`src/rtl/signed_add_pkg.sv`:
```
// signed_add_pkg
// Shared configuration for the pipelined signed adder/subtractor:
//   DEFAULT_SEG  - default carry-lookahead segment width (one pipe stage each)
//   MAX_WIDTH    - largest operand width the helpers below can describe
//   sat_max()    - most positive two's-complement value of a given width
//   sat_min()    - most negative two's-complement value of a given width
//   width_ok()   - elaboration-time legality check of a WIDTH/SEG pair
package signed_add_pkg;

  localparam int DEFAULT_SEG = 8;
  localparam int MAX_WIDTH   = 256;

  // 0..0 0111..1 : lower (width-1) bits set, sign bit clear
  function automatic logic [MAX_WIDTH-1:0] sat_max(input int width);
    logic [MAX_WIDTH-1:0] r;
    r = '0;
    for (int i = 0; i < MAX_WIDTH; i++) begin
      if (i < width - 1) r[i] = 1'b1;
    end
    return r;
  endfunction

  // 0..0 1000..0 : only the sign bit of a width-bit word set
  function automatic logic [MAX_WIDTH-1:0] sat_min(input int width);
    logic [MAX_WIDTH-1:0] r;
    r = '0;
    for (int i = 0; i < MAX_WIDTH; i++) begin
      if (i == width - 1) r[i] = 1'b1;
    end
    return r;
  endfunction

  function automatic bit width_ok(input int width, input int seg);
    return (seg > 0) && (width >= 2) && (width <= MAX_WIDTH) && ((width % seg) == 0);
  endfunction

endpackage

```
`src/rtl/signed_addsub_pipe_cla.sv`:
```
// cla_segment
// Combinational SEG-bit carry-lookahead adder. Every carry is formed
// directly from generate/propagate terms and the segment carry-in, so no
// carry ripples through the segment.
//   a, b      : segment operands
//   cin       : carry into bit 0
//   sum       : segment sum
//   cout      : carry out of the top bit
//   c_msb_in  : carry into the top bit (needed for signed overflow)
module cla_segment
  import signed_add_pkg::*;
#(
  parameter int SEG = DEFAULT_SEG
) (
  input  logic [SEG-1:0] a,
  input  logic [SEG-1:0] b,
  input  logic           cin,
  output logic [SEG-1:0] sum,
  output logic           cout,
  output logic           c_msb_in
);

  logic [SEG-1:0] w_g;
  logic [SEG-1:0] w_p;
  logic [SEG:0]   w_c;

  assign w_g = a & b;
  assign w_p = a ^ b;

  // Carry into bit idx+1:
  //   g[idx] | p[idx]g[idx-1] | ... | p[idx..0]cin
  function automatic logic la_carry(input logic [SEG-1:0] g, input logic [SEG-1:0] p,
                                    input logic c0, input int idx);
    logic t;
    logic pp;
    t  = g[idx];
    pp = p[idx];
    for (int j = idx - 1; j >= 0; j--) begin
      t  = t | (pp & g[j]);
      pp = pp & p[j];
    end
    return t | (pp & c0);
  endfunction

  assign w_c[0] = cin;

  for (genvar gi = 0; gi < SEG; gi++) begin : g_carry
    assign w_c[gi+1] = la_carry(w_g, w_p, cin, gi);
  end

  assign sum      = w_p ^ w_c[SEG-1:0];
  assign cout     = w_c[SEG];
  assign c_msb_in = w_c[SEG-1];

endmodule

```
`src/rtl/signed_addsub_pipe.sv`:
```
// signed_addsub_pipe
// Pipelined two's-complement adder/subtractor with signed-overflow flag and
// per-operation saturation. The carry chain is cut into NSEG = WIDTH/SEG
// lookahead segments; segment k is resolved in pipe stage k, so latency is
// NSEG cycles and throughput one operation per cycle.
//   clk, rst_n           : clock, asynchronous active-low reset
//   in_valid/in_ready    : input handshake (in_ready = global advance)
//   in_a, in_b           : signed operands
//   in_sub               : 1 = A-B, 0 = A+B
//   in_sat               : 1 = clamp on overflow, 0 = wrap
//   out_valid/out_ready  : output handshake
//   out_sum, out_ovf     : result and signed-overflow flag
module signed_addsub_pipe
  import signed_add_pkg::*;
#(
  parameter int WIDTH = 32,
  parameter int SEG   = DEFAULT_SEG
) (
  input  logic             clk,
  input  logic             rst_n,
  input  logic             in_valid,
  output logic             in_ready,
  input  logic [WIDTH-1:0] in_a,
  input  logic [WIDTH-1:0] in_b,
  input  logic             in_sub,
  input  logic             in_sat,
  output logic             out_valid,
  input  logic             out_ready,
  output logic [WIDTH-1:0] out_sum,
  output logic             out_ovf
);

  localparam int NSEG   = WIDTH / SEG;
  // Inter-stage registers exist only between stages; keep at least one entry.
  localparam int PIPE_N = (NSEG > 1) ? NSEG - 1 : 1;
  localparam logic [WIDTH-1:0] SAT_MAX = WIDTH'(sat_max(WIDTH));
  localparam logic [WIDTH-1:0] SAT_MIN = WIDTH'(sat_min(WIDTH));

  if (!width_ok(WIDTH, SEG)) begin : g_bad_cfg
    $error("signed_addsub_pipe: WIDTH must be >= 2 and a multiple of SEG");
  end

  // Per-stage inputs (from the ports for stage 0, else from the previous stage)
  logic [WIDTH-1:0] w_a_in   [NSEG];
  logic [WIDTH-1:0] w_b_in   [NSEG];
  logic [WIDTH-1:0] w_sum_in [NSEG];
  logic             w_c_in   [NSEG];
  logic             w_sat_in [NSEG];
  logic             w_vld_in [NSEG];

  // Inter-stage pipeline registers
  logic [WIDTH-1:0] r_a   [PIPE_N];
  logic [WIDTH-1:0] r_b   [PIPE_N];
  logic [WIDTH-1:0] r_sum [PIPE_N];
  logic             r_c   [PIPE_N];
  logic             r_sat [PIPE_N];
  logic             r_vld [NSEG];

  logic [WIDTH-1:0] r_out_sum;
  logic             r_out_ovf;
  logic             w_adv;

  // The whole pipe moves in lockstep; bubbles are carried, never squeezed out.
  assign w_adv     = !r_vld[NSEG-1] || out_ready;
  assign in_ready  = w_adv;
  assign out_valid = r_vld[NSEG-1];
  assign out_sum   = r_out_sum;
  assign out_ovf   = r_out_ovf;

  for (genvar gi = 0; gi < NSEG; gi++) begin : g_stage
    logic [SEG-1:0]   w_seg_sum;
    logic             w_seg_cout;
    logic             w_seg_cmsb;
    logic [WIDTH-1:0] w_sum_out;

    if (gi == 0) begin : g_src_port
      // Subtraction is A + ~B + 1: invert B here, the +1 is the carry-in.
      assign w_a_in[gi]   = in_a;
      assign w_b_in[gi]   = in_sub ? ~in_b : in_b;
      assign w_sum_in[gi] = '0;
      assign w_c_in[gi]   = in_sub;
      assign w_sat_in[gi] = in_sat;
      assign w_vld_in[gi] = in_valid;
    end else begin : g_src_pipe
      assign w_a_in[gi]   = r_a[gi-1];
      assign w_b_in[gi]   = r_b[gi-1];
      assign w_sum_in[gi] = r_sum[gi-1];
      assign w_c_in[gi]   = r_c[gi-1];
      assign w_sat_in[gi] = r_sat[gi-1];
      assign w_vld_in[gi] = r_vld[gi-1];
    end

    cla_segment #(.SEG(SEG)) u_cla (
      .a        (w_a_in[gi][gi*SEG +: SEG]),
      .b        (w_b_in[gi][gi*SEG +: SEG]),
      .cin      (w_c_in[gi]),
      .sum      (w_seg_sum),
      .cout     (w_seg_cout),
      .c_msb_in (w_seg_cmsb)
    );

    // Bits of this segment are still zero in the forwarded partial sum.
    assign w_sum_out = w_sum_in[gi] | (WIDTH'(w_seg_sum) << (gi * SEG));

    if (gi < NSEG - 1) begin : g_mid
      always_ff @(posedge clk or negedge rst_n) begin
        if (!rst_n) begin
          r_vld[gi] <= 1'b0;
          r_a[gi]   <= '0;
          r_b[gi]   <= '0;
          r_sum[gi] <= '0;
          r_c[gi]   <= 1'b0;
          r_sat[gi] <= 1'b0;
        end else if (w_adv) begin
          r_vld[gi] <= w_vld_in[gi];
          r_a[gi]   <= w_a_in[gi];
          r_b[gi]   <= w_b_in[gi];
          r_sum[gi] <= w_sum_out;
          r_c[gi]   <= w_seg_cout;
          r_sat[gi] <= w_sat_in[gi];
        end
      end
    end else begin : g_last
      logic             w_ovf;
      logic [WIDTH-1:0] w_res;

      assign w_ovf = w_seg_cmsb ^ w_seg_cout;

      // On overflow the true result has A's sign, so clamp toward it.
      always_comb begin
        w_res = w_sum_out;
        if (w_sat_in[gi] && w_ovf) begin
          w_res = w_a_in[gi][WIDTH-1] ? SAT_MIN : SAT_MAX;
        end
      end

      always_ff @(posedge clk or negedge rst_n) begin
        if (!rst_n) begin
          r_vld[gi] <= 1'b0;
          r_out_sum <= '0;
          r_out_ovf <= 1'b0;
        end else if (w_adv) begin
          r_vld[gi] <= w_vld_in[gi];
          r_out_sum <= w_res;
          r_out_ovf <= w_ovf;
        end
      end
    end
  end

endmodule

```
`config.mk`:
```
export PLATFORM = sky130hd
export DESIGN_NAME = signed_addsub_pipe
export DESIGN_NICKNAME = d
export VERILOG_FILES = /design/src/rtl/signed_add_pkg.sv /design/src/rtl/signed_addsub_pipe_cla.sv /design/src/rtl/signed_addsub_pipe.sv
export SDC_FILE = /design/constraint.sdc
export NUM_CORES = 1
export LEC_CHECK = 0
export ABC_AREA = 1
export CORE_UTILIZATION = 50
export CTS_BUF_LIST = sky130_fd_sc_hd__clkbuf_8
export DETAILED_ROUTE_END_ITERATION = 10
export PLACE_DENSITY = 0.84
export SLEW_MARGIN = 10
export SYNTH_ARGS = -nofsm -noshare
export SYNTH_HDL_FRONTEND = slang
export SYNTH_SLANG_ARGS = --single-unit
```
`constraint.sdc`:
```
create_clock -name clk -period 2.4 [get_ports clk]
set_input_delay 0.48 -clock clk [delete_from_list [all_inputs] [get_ports clk]]
set_output_delay 0.48 -clock clk [all_outputs]
set_load 0.05 [all_outputs]
```
# Yosys cells after proc, flatten, opt, wreduce, memory -nomap -nowiden
# Cells that the tools add are included.
dict set report op_classes {
  bitwise 417
  mux 3
  n_reduce_logical 3
}
# operator count
set ops {}
lappend ops {{$and A1 B1 Y1} 256}
lappend ops {{$or A1 B1 Y1} 144}
lappend ops {{$mux W32} 3}
lappend ops {{$xor A8 B8 Y8} 8}
lappend ops {{$and A8 B8 Y8} 4}
lappend ops {{$not A32 Y32} 1}
lappend ops {{$or A32 B24 Y32} 1}
lappend ops {{$or A32 B32 Y32} 1}
lappend ops {{$or A8 B16 Y16} 1}
lappend ops {{$logic_and A1 B1 Y1} 1}
lappend ops {{$logic_not A1 Y1} 1}
lappend ops {{$logic_or A1 B1 Y1} 1}
lappend ops {{$xor A1 B1 Y1} 1}
dict set report totals {
  regBits 307
  in_bits 70
}

# Depth between registers and ports, before layout
# Gate-level depths: netlist (run 1).
dict set report depth {
  word_depth 13
  mapped_depth 15
  mapped_depth_nobuf 13
}

# By module
# From an unflattened synthesis (run 1), not the netlist that was laid out.
dict set report unflattened {
  hier_cells 1151
  area_unflattened_um2 9347.7
}
# module cells_per_inst area_per_inst_um2 seq_area_each_um2 n_inst
set modules_own_cells {}
lappend modules_own_cells {signed_addsub_pipe 855 7557.2 4679.5 1}
lappend modules_own_cells {{cla_segment at g_stage[0].u_cla} 77 456.7 0.0 1}
lappend modules_own_cells {{cla_segment at g_stage[3].u_cla} 73 447.9 0.0 1}
lappend modules_own_cells {{cla_segment at g_stage[1].u_cla} 73 444.2 0.0 1}
lappend modules_own_cells {{cla_segment at g_stage[2].u_cla} 73 441.7 0.0 1}

# Worst setup path after synthesis (run 1)
# Ideal clock, no wire load.
dict set report synth_path {
  path_type {input-to-reg}
  startpoint {input port in_sub}
  endpoint {register r_sum[69] (netlist name)}
  path_stages 14
  setup_ns 0.131
  path_buffers 2
  path_slack_ns 0.159
  arrival_ns 2.110
  cell_sequence {buf_2 > buf_2 > xor2_1 > ha_1 > nand3_1 > nand3_1 > nand2_1 > nand2_1 > nand2_1 > nand2_1 > nand2_1 > nand2_1 > xnor2_1 > o21ai_1}
}
dict set report synth_via {
  elab_chain_cells 9
}
# element line
set synth_rtl {}
lappend synth_rtl {{from (decl)} signed_addsub_pipe.sv:25} ;# input logic in_sub,
lappend synth_rtl {{$mux W32} signed_addsub_pipe.sv:79} ;# assign w_b_in[gi] = in_sub ? ~in_b : in_b;
lappend synth_rtl {{$xor A8 B8 Y8 or $and A8 B8 Y8 (tied branches)} {signed_addsub_pipe_cla.sv:28, signed_addsub_pipe_cla.sv:27}}
lappend synth_rtl {{$and A1 B1 Y1, on equally long branches} {signed_addsub_pipe_cla.sv:39, signed_addsub_pipe_cla.sv:40}}
lappend synth_rtl {{$or A1 B1 Y1, or another cell as far along (3 in a row)} signed_addsub_pipe_cla.sv:39} ;# t = t | (pp & g[j]);
lappend synth_rtl {{$or A1 B1 Y1 or $and A1 B1 Y1 (tied branches)} {signed_addsub_pipe_cla.sv:39, signed_addsub_pipe_cla.sv:42}}
lappend synth_rtl {{$or A1 B1 Y1} signed_addsub_pipe_cla.sv:42} ;# return t | (pp & c0);
lappend synth_rtl {{$xor A8 B8 Y8 (*)} signed_addsub_pipe_cla.sv:51} ;# assign sum = w_p ^ w_c[SEG-1:0];
lappend synth_rtl {{to (signal, indexed assignment)} signed_addsub_pipe.sv:118} ;# r_sum[gi] <= w_sum_out;
lappend synth_rtl {{to (decl)} signed_addsub_pipe.sv:54} ;# logic [WIDTH-1:0] r_sum [PIPE_N];
# Every way passes the cells marked *; elsewhere a longest branch is shown, timed or not.
# A chain may end at the register's enable or synchronous reset.

# Worst setup path after layout (run 1)
dict set report layout_path {
  startpoint {register r_b[29] (netlist name)}
  endpoint {register r_out_sum[9], in the netlist out_sum[9]}
}
dict set report layout_via {
  elab_chain_cells 12
}
# element line
set layout_rtl {}
lappend layout_rtl {{from (decl)} signed_addsub_pipe.sv:53} ;# logic [WIDTH-1:0] r_b [PIPE_N];
lappend layout_rtl {{from (signal, indexed assignment)} signed_addsub_pipe.sv:117} ;# r_b[gi] <= w_b_in[gi];
lappend layout_rtl {{$and A8 B8 Y8 or $xor A8 B8 Y8 (tied branches)} {signed_addsub_pipe_cla.sv:27, signed_addsub_pipe_cla.sv:28}}
lappend layout_rtl {{$and A1 B1 Y1, on equally long branches} {signed_addsub_pipe_cla.sv:39, signed_addsub_pipe_cla.sv:40}}
lappend layout_rtl {{$or A1 B1 Y1, or another cell as far along (5 in a row)} signed_addsub_pipe_cla.sv:39}
lappend layout_rtl {{$or A1 B1 Y1 or $and A1 B1 Y1 (tied branches)} {signed_addsub_pipe_cla.sv:39, signed_addsub_pipe_cla.sv:42}}
lappend layout_rtl {{$or A1 B1 Y1} signed_addsub_pipe_cla.sv:42}
lappend layout_rtl {{$xor A1 B1 Y1 (*)} signed_addsub_pipe.sv:127} ;# assign w_ovf = w_seg_cmsb ^ w_seg_cout;
lappend layout_rtl {{$logic_and A1 B1 Y1 (*)} signed_addsub_pipe.sv:132} ;# if (w_sat_in[gi] && w_ovf) begin
lappend layout_rtl {{$mux W32 (*)} signed_addsub_pipe.sv:132}
lappend layout_rtl {{to (signal assigned)} signed_addsub_pipe.sv:144} ;# r_out_sum <= w_res;
lappend layout_rtl {{to (decl)} signed_addsub_pipe.sv:59} ;# logic [WIDTH-1:0] r_out_sum;
# Marks and branches as above.

==> results of run 1 <==
## cell usage after synthesis (3+ instances only)
library cell  count
a21oi_1          14
buf_2            19
buf_6             9
clkbuf_1         21
dfrtp_1         187
fa_1              3
ha_1             32
inv_1            42
nand2_1         513
nand3_1          32
nand3b_1          3
nand4_1           3
nor2_1           19
o21ai_0          55
o21ai_1          22
xnor2_1          31
xor2_1           15
## path summary, 6_finish.rpt
check | from | endpoint | slack (ns) | depth (start not counted)
max in group asynchronous | rst_n | r_vld[2]$_DFFE_PN0P_ | 1.06 | 3
hold / removal | r_sum[37]$_DFFE_PN0P_ | r_sum[5]$_DFFE_PN0P_ | 0.48 | 2
setup reg to reg | r_b[29]$_DFFE_PN0P_ | out_sum[9]$_DFFE_PN0P_ | 0.20 | 12
setup / recovery | r_b[29]$_DFFE_PN0P_ | out_sum[9]$_DFFE_PN0P_ | 0.20 | 12
hold reg to reg | r_sum[37]$_DFFE_PN0P_ | r_sum[5]$_DFFE_PN0P_ | 0.48 | 2
min in group asynchronous | rst_n | r_b[91]$_DFFE_PN0P_ | 0.56 | 2
## flip-flops by register name, indices dropped and copies added (netlist names)
| signal | cells |
|---|---|
| out_sum | 32 |
| r_vld | 3 |
| out_ovf | 1 |
| r_sat | 3 |
| r_b | 48 |
| r_c | 3 |
| r_a | 48 |
| r_sum | 48 |
| out_valid | 1 |
## area by class of cell
type / instances / area share
flip-flops and latches: 187 / 0.443
multi-input cells: 764 / 0.354
well taps: 225 / 0.0266
clock inverters: 13 / 0.0159
clock buffers: 18 / 0.0234
repair buffers: 122 / 0.121
inverters: 45 / 0.0162
## report_power, final
group | total, mW | leakage (nW) | internal (mW) | switching [mW]
registers | 5.42 | 2.26 | 4.56 | 0.856
logic | 6.71 | 2.90 | 2.46 | 4.25
clock network | 2.17 | 0.205 | 1.06 | 1.11
## cells in the final DEF, fill, tap and decap left out, drive strengths merged
| cell | instances |
|---|---|
| a21oi | 14 |
| fa | 3 |
| nand3 | 36 |
| or2 | 1 |
| nand2 | 515 |
| nor2 | 21 |
| xnor2 | 31 |
| mux2i | 1 |
| a211oi | 1 |
| clkbuf | 19 |
| bufinv | 3 |
| o21bai | 1 |
| dfrtp | 187 |
| a31oi | 2 |
| xor2 | 15 |
| buf | 19 |
| o211ai | 1 |
| ha | 32 |
| nand3b | 3 |
| clkinvlp | 3 |
| nand4 | 4 |
| a21boi | 1 |
| clkinv | 4 |
| dlygate4sd3 | 1 |
| clkdlybuf4s50 | 101 |
| inv | 48 |
| a221oi | 2 |
| o21ai | 79 |
| and3 | 1 |
## through the flow
stage               hold slack, ns  instance area (um2)
floorplan                    0.184                 8840
global placement             0.440                10100
detailed placement           0.455                10100
CTS                          0.479                10500
global route                 0.499                10600
finish                       0.476                10600
## worst max-delay path, cell delays in order (launching register included)
cell	delay, ns
dfrtp_1	0.41
ha_1	0.38
nand2_1	0.12
nor2_1	0.05
nor2_2	0.09
nand3_2	0.14
o21ai_2	0.24
nand2_4	0.12
nand4_4	0.09
buf_8	0.22
nand2_1	0.09
nand2_1	0.07
nand2_1	0.05
## timing repair
action | 4_1_cts | 5_1_grt
setup endpoints to repair | 0 | 31
resized for setup | 0 | 4
hold endpoints to repair | 35 | 0
hold buffers | 1 | 0
## logic make-up (layout without fill, tap and decap cells)
group | Yosys count | after routing
muxes | 1 | 1
buffers and inverters | 95 | 198
DFF | 187 | 187
adders and majority gates | 35 | 35
and+or+nand+nor | 580 | 581
xor gates and xnor gates | 46 | 46
AOI/OAI and AO/OA | 101 | 101
## metal layers
metal,up-vias,track usage,part of all wire
met2,199,0.321,0.45
met1,3145,0.301,0.48
li1,3470,-,-
met3,37,0.0342,0.041
met5,-,0,0
met4,0,0.0886,0.023
==> run summary, run 1 <==
Layout Area Growth over Synthesis -> 19.5%
Seq/Total Area, Yosys -> 0.529
post-synthesis net count -> 1,150
Num CTS Buffers -> 17
Tmin final -> 2.20 ns
layout cells sized above 1 -> 0.0557
main combinational cell family by area after synthesis -> simple AND/OR/NAND/NOR gates
number of enable-type register cells in the synthesized netlist -> 0
final std cells w/o fill -> 1,374
share of flip-flops with an asynchronous set or reset -> 1.00
Synth Flop Type -> dfrtp_1
DR pass1 iterations -> 6
startpoint types -> flop
DR iter-0 viols -> 629
Post-CTS Setup Bufs -> 0
crit path max fanout -> 32
worst min-delay path class -> flop to flop
Die ar. -> 18,200 um2
total gr overflow -> 0
fin crit share -> 0.918
Tot Pwr -> 14.3 mW
initial antenna violation count -> 0
port bufs -> 104
Clock Tree Buf Depth -> 2
post-route ant nets -> 0
GPL Wtd Cong -> 0.819
CP required -> 2.76 ns
post-DP HPWL -> 12,300 um
Final Max Tran Viols -> 0
Fmax -> 454 MHz
first-pass GRT wire length -> 30,700 um
post-route DRC violation count -> 0
Synth Instances -> 1,045
Via Count -> 6,851
# placed instances -> 1,341
Final setup viols -> 0
Max VDD drop -> 0.936 mV
relative slew slack -> 0.639
Mapped Area -> 8840 um2
Row Count -> 48
Yosys top cell area share -> 0.529
antenna cell count -> 0
post-synthesis xor/xnor area fraction -> 0.0456
Initial Util -> 0.511
Ys Warns -> 0
Die W -> 135 um
H-tree depth -> 4
final setup margin -> 0.197 ns
GRT Resource Usage Total -> 0.211
Adder-Cell Fraction of Synth Area -> 0.0521
Root Buffer -> clkbuf_8
CORE AREA -> 17,300 um2
Clock Sinks -> 187
FF+latch area -> 4680 um2
status -> finished clean
pin count of the biggest net entering global routing -> 90
LEAKAGE -> 5.36 nW
post-synthesis mux area share -> 0.00113
crit path kind -> flop to flop
top cells by area in the synthesized netlist -> dfrtp_1, nand2_1, ha_1, o21ai_0, xnor2_1
vias in the first global route -> 6,549
Pwr Density -> 1350 nW/um2
Layout fillers -> 1,463
Arrival @ worst endpoint -> 2.57 ns
CP endpoint kind -> flop
Final Hold Fails -> 0
clk_skew -> 0.0125 ns
per-cell routed wire length -> 13.2 um
Syn Area/Cell -> 8.46 um2
Netlist cell types -> 36
clock-pin slew on the worst setup and hold paths -> 0.09 ns
setup TNS after final layout -> 0 ns
post-synthesis compound-gate area fraction -> 0.0603
area of the multi-input gates -> 3740 um2
Die Ht -> 135 um
vias per cell -> 4.99
num ports -> 105
Core Util, Final -> 0.611
FF+latch count, synth -> 187
maxcap violations -> 0
Clock Latency Late Sink -> 0.47 ns
area share of and/or/nand/nor cells after synthesis -> 0.260
post-place setup slack -> -0.0532 ns
CTS tree -> yes
fin nets -> 1,242
cell taking the most area after synthesis -> dfrtp_1
Worst-Margin Slew -> 0.540 ns
total wire length -> 18,100 um
(Power assumes the default switching activity.)
==> run 2: changes to the inputs <==
CAP_MARGIN = 20   (was not set)
==> results of run 2 <==
The final DEF is identical to that of run 1; final timing and power are the same.
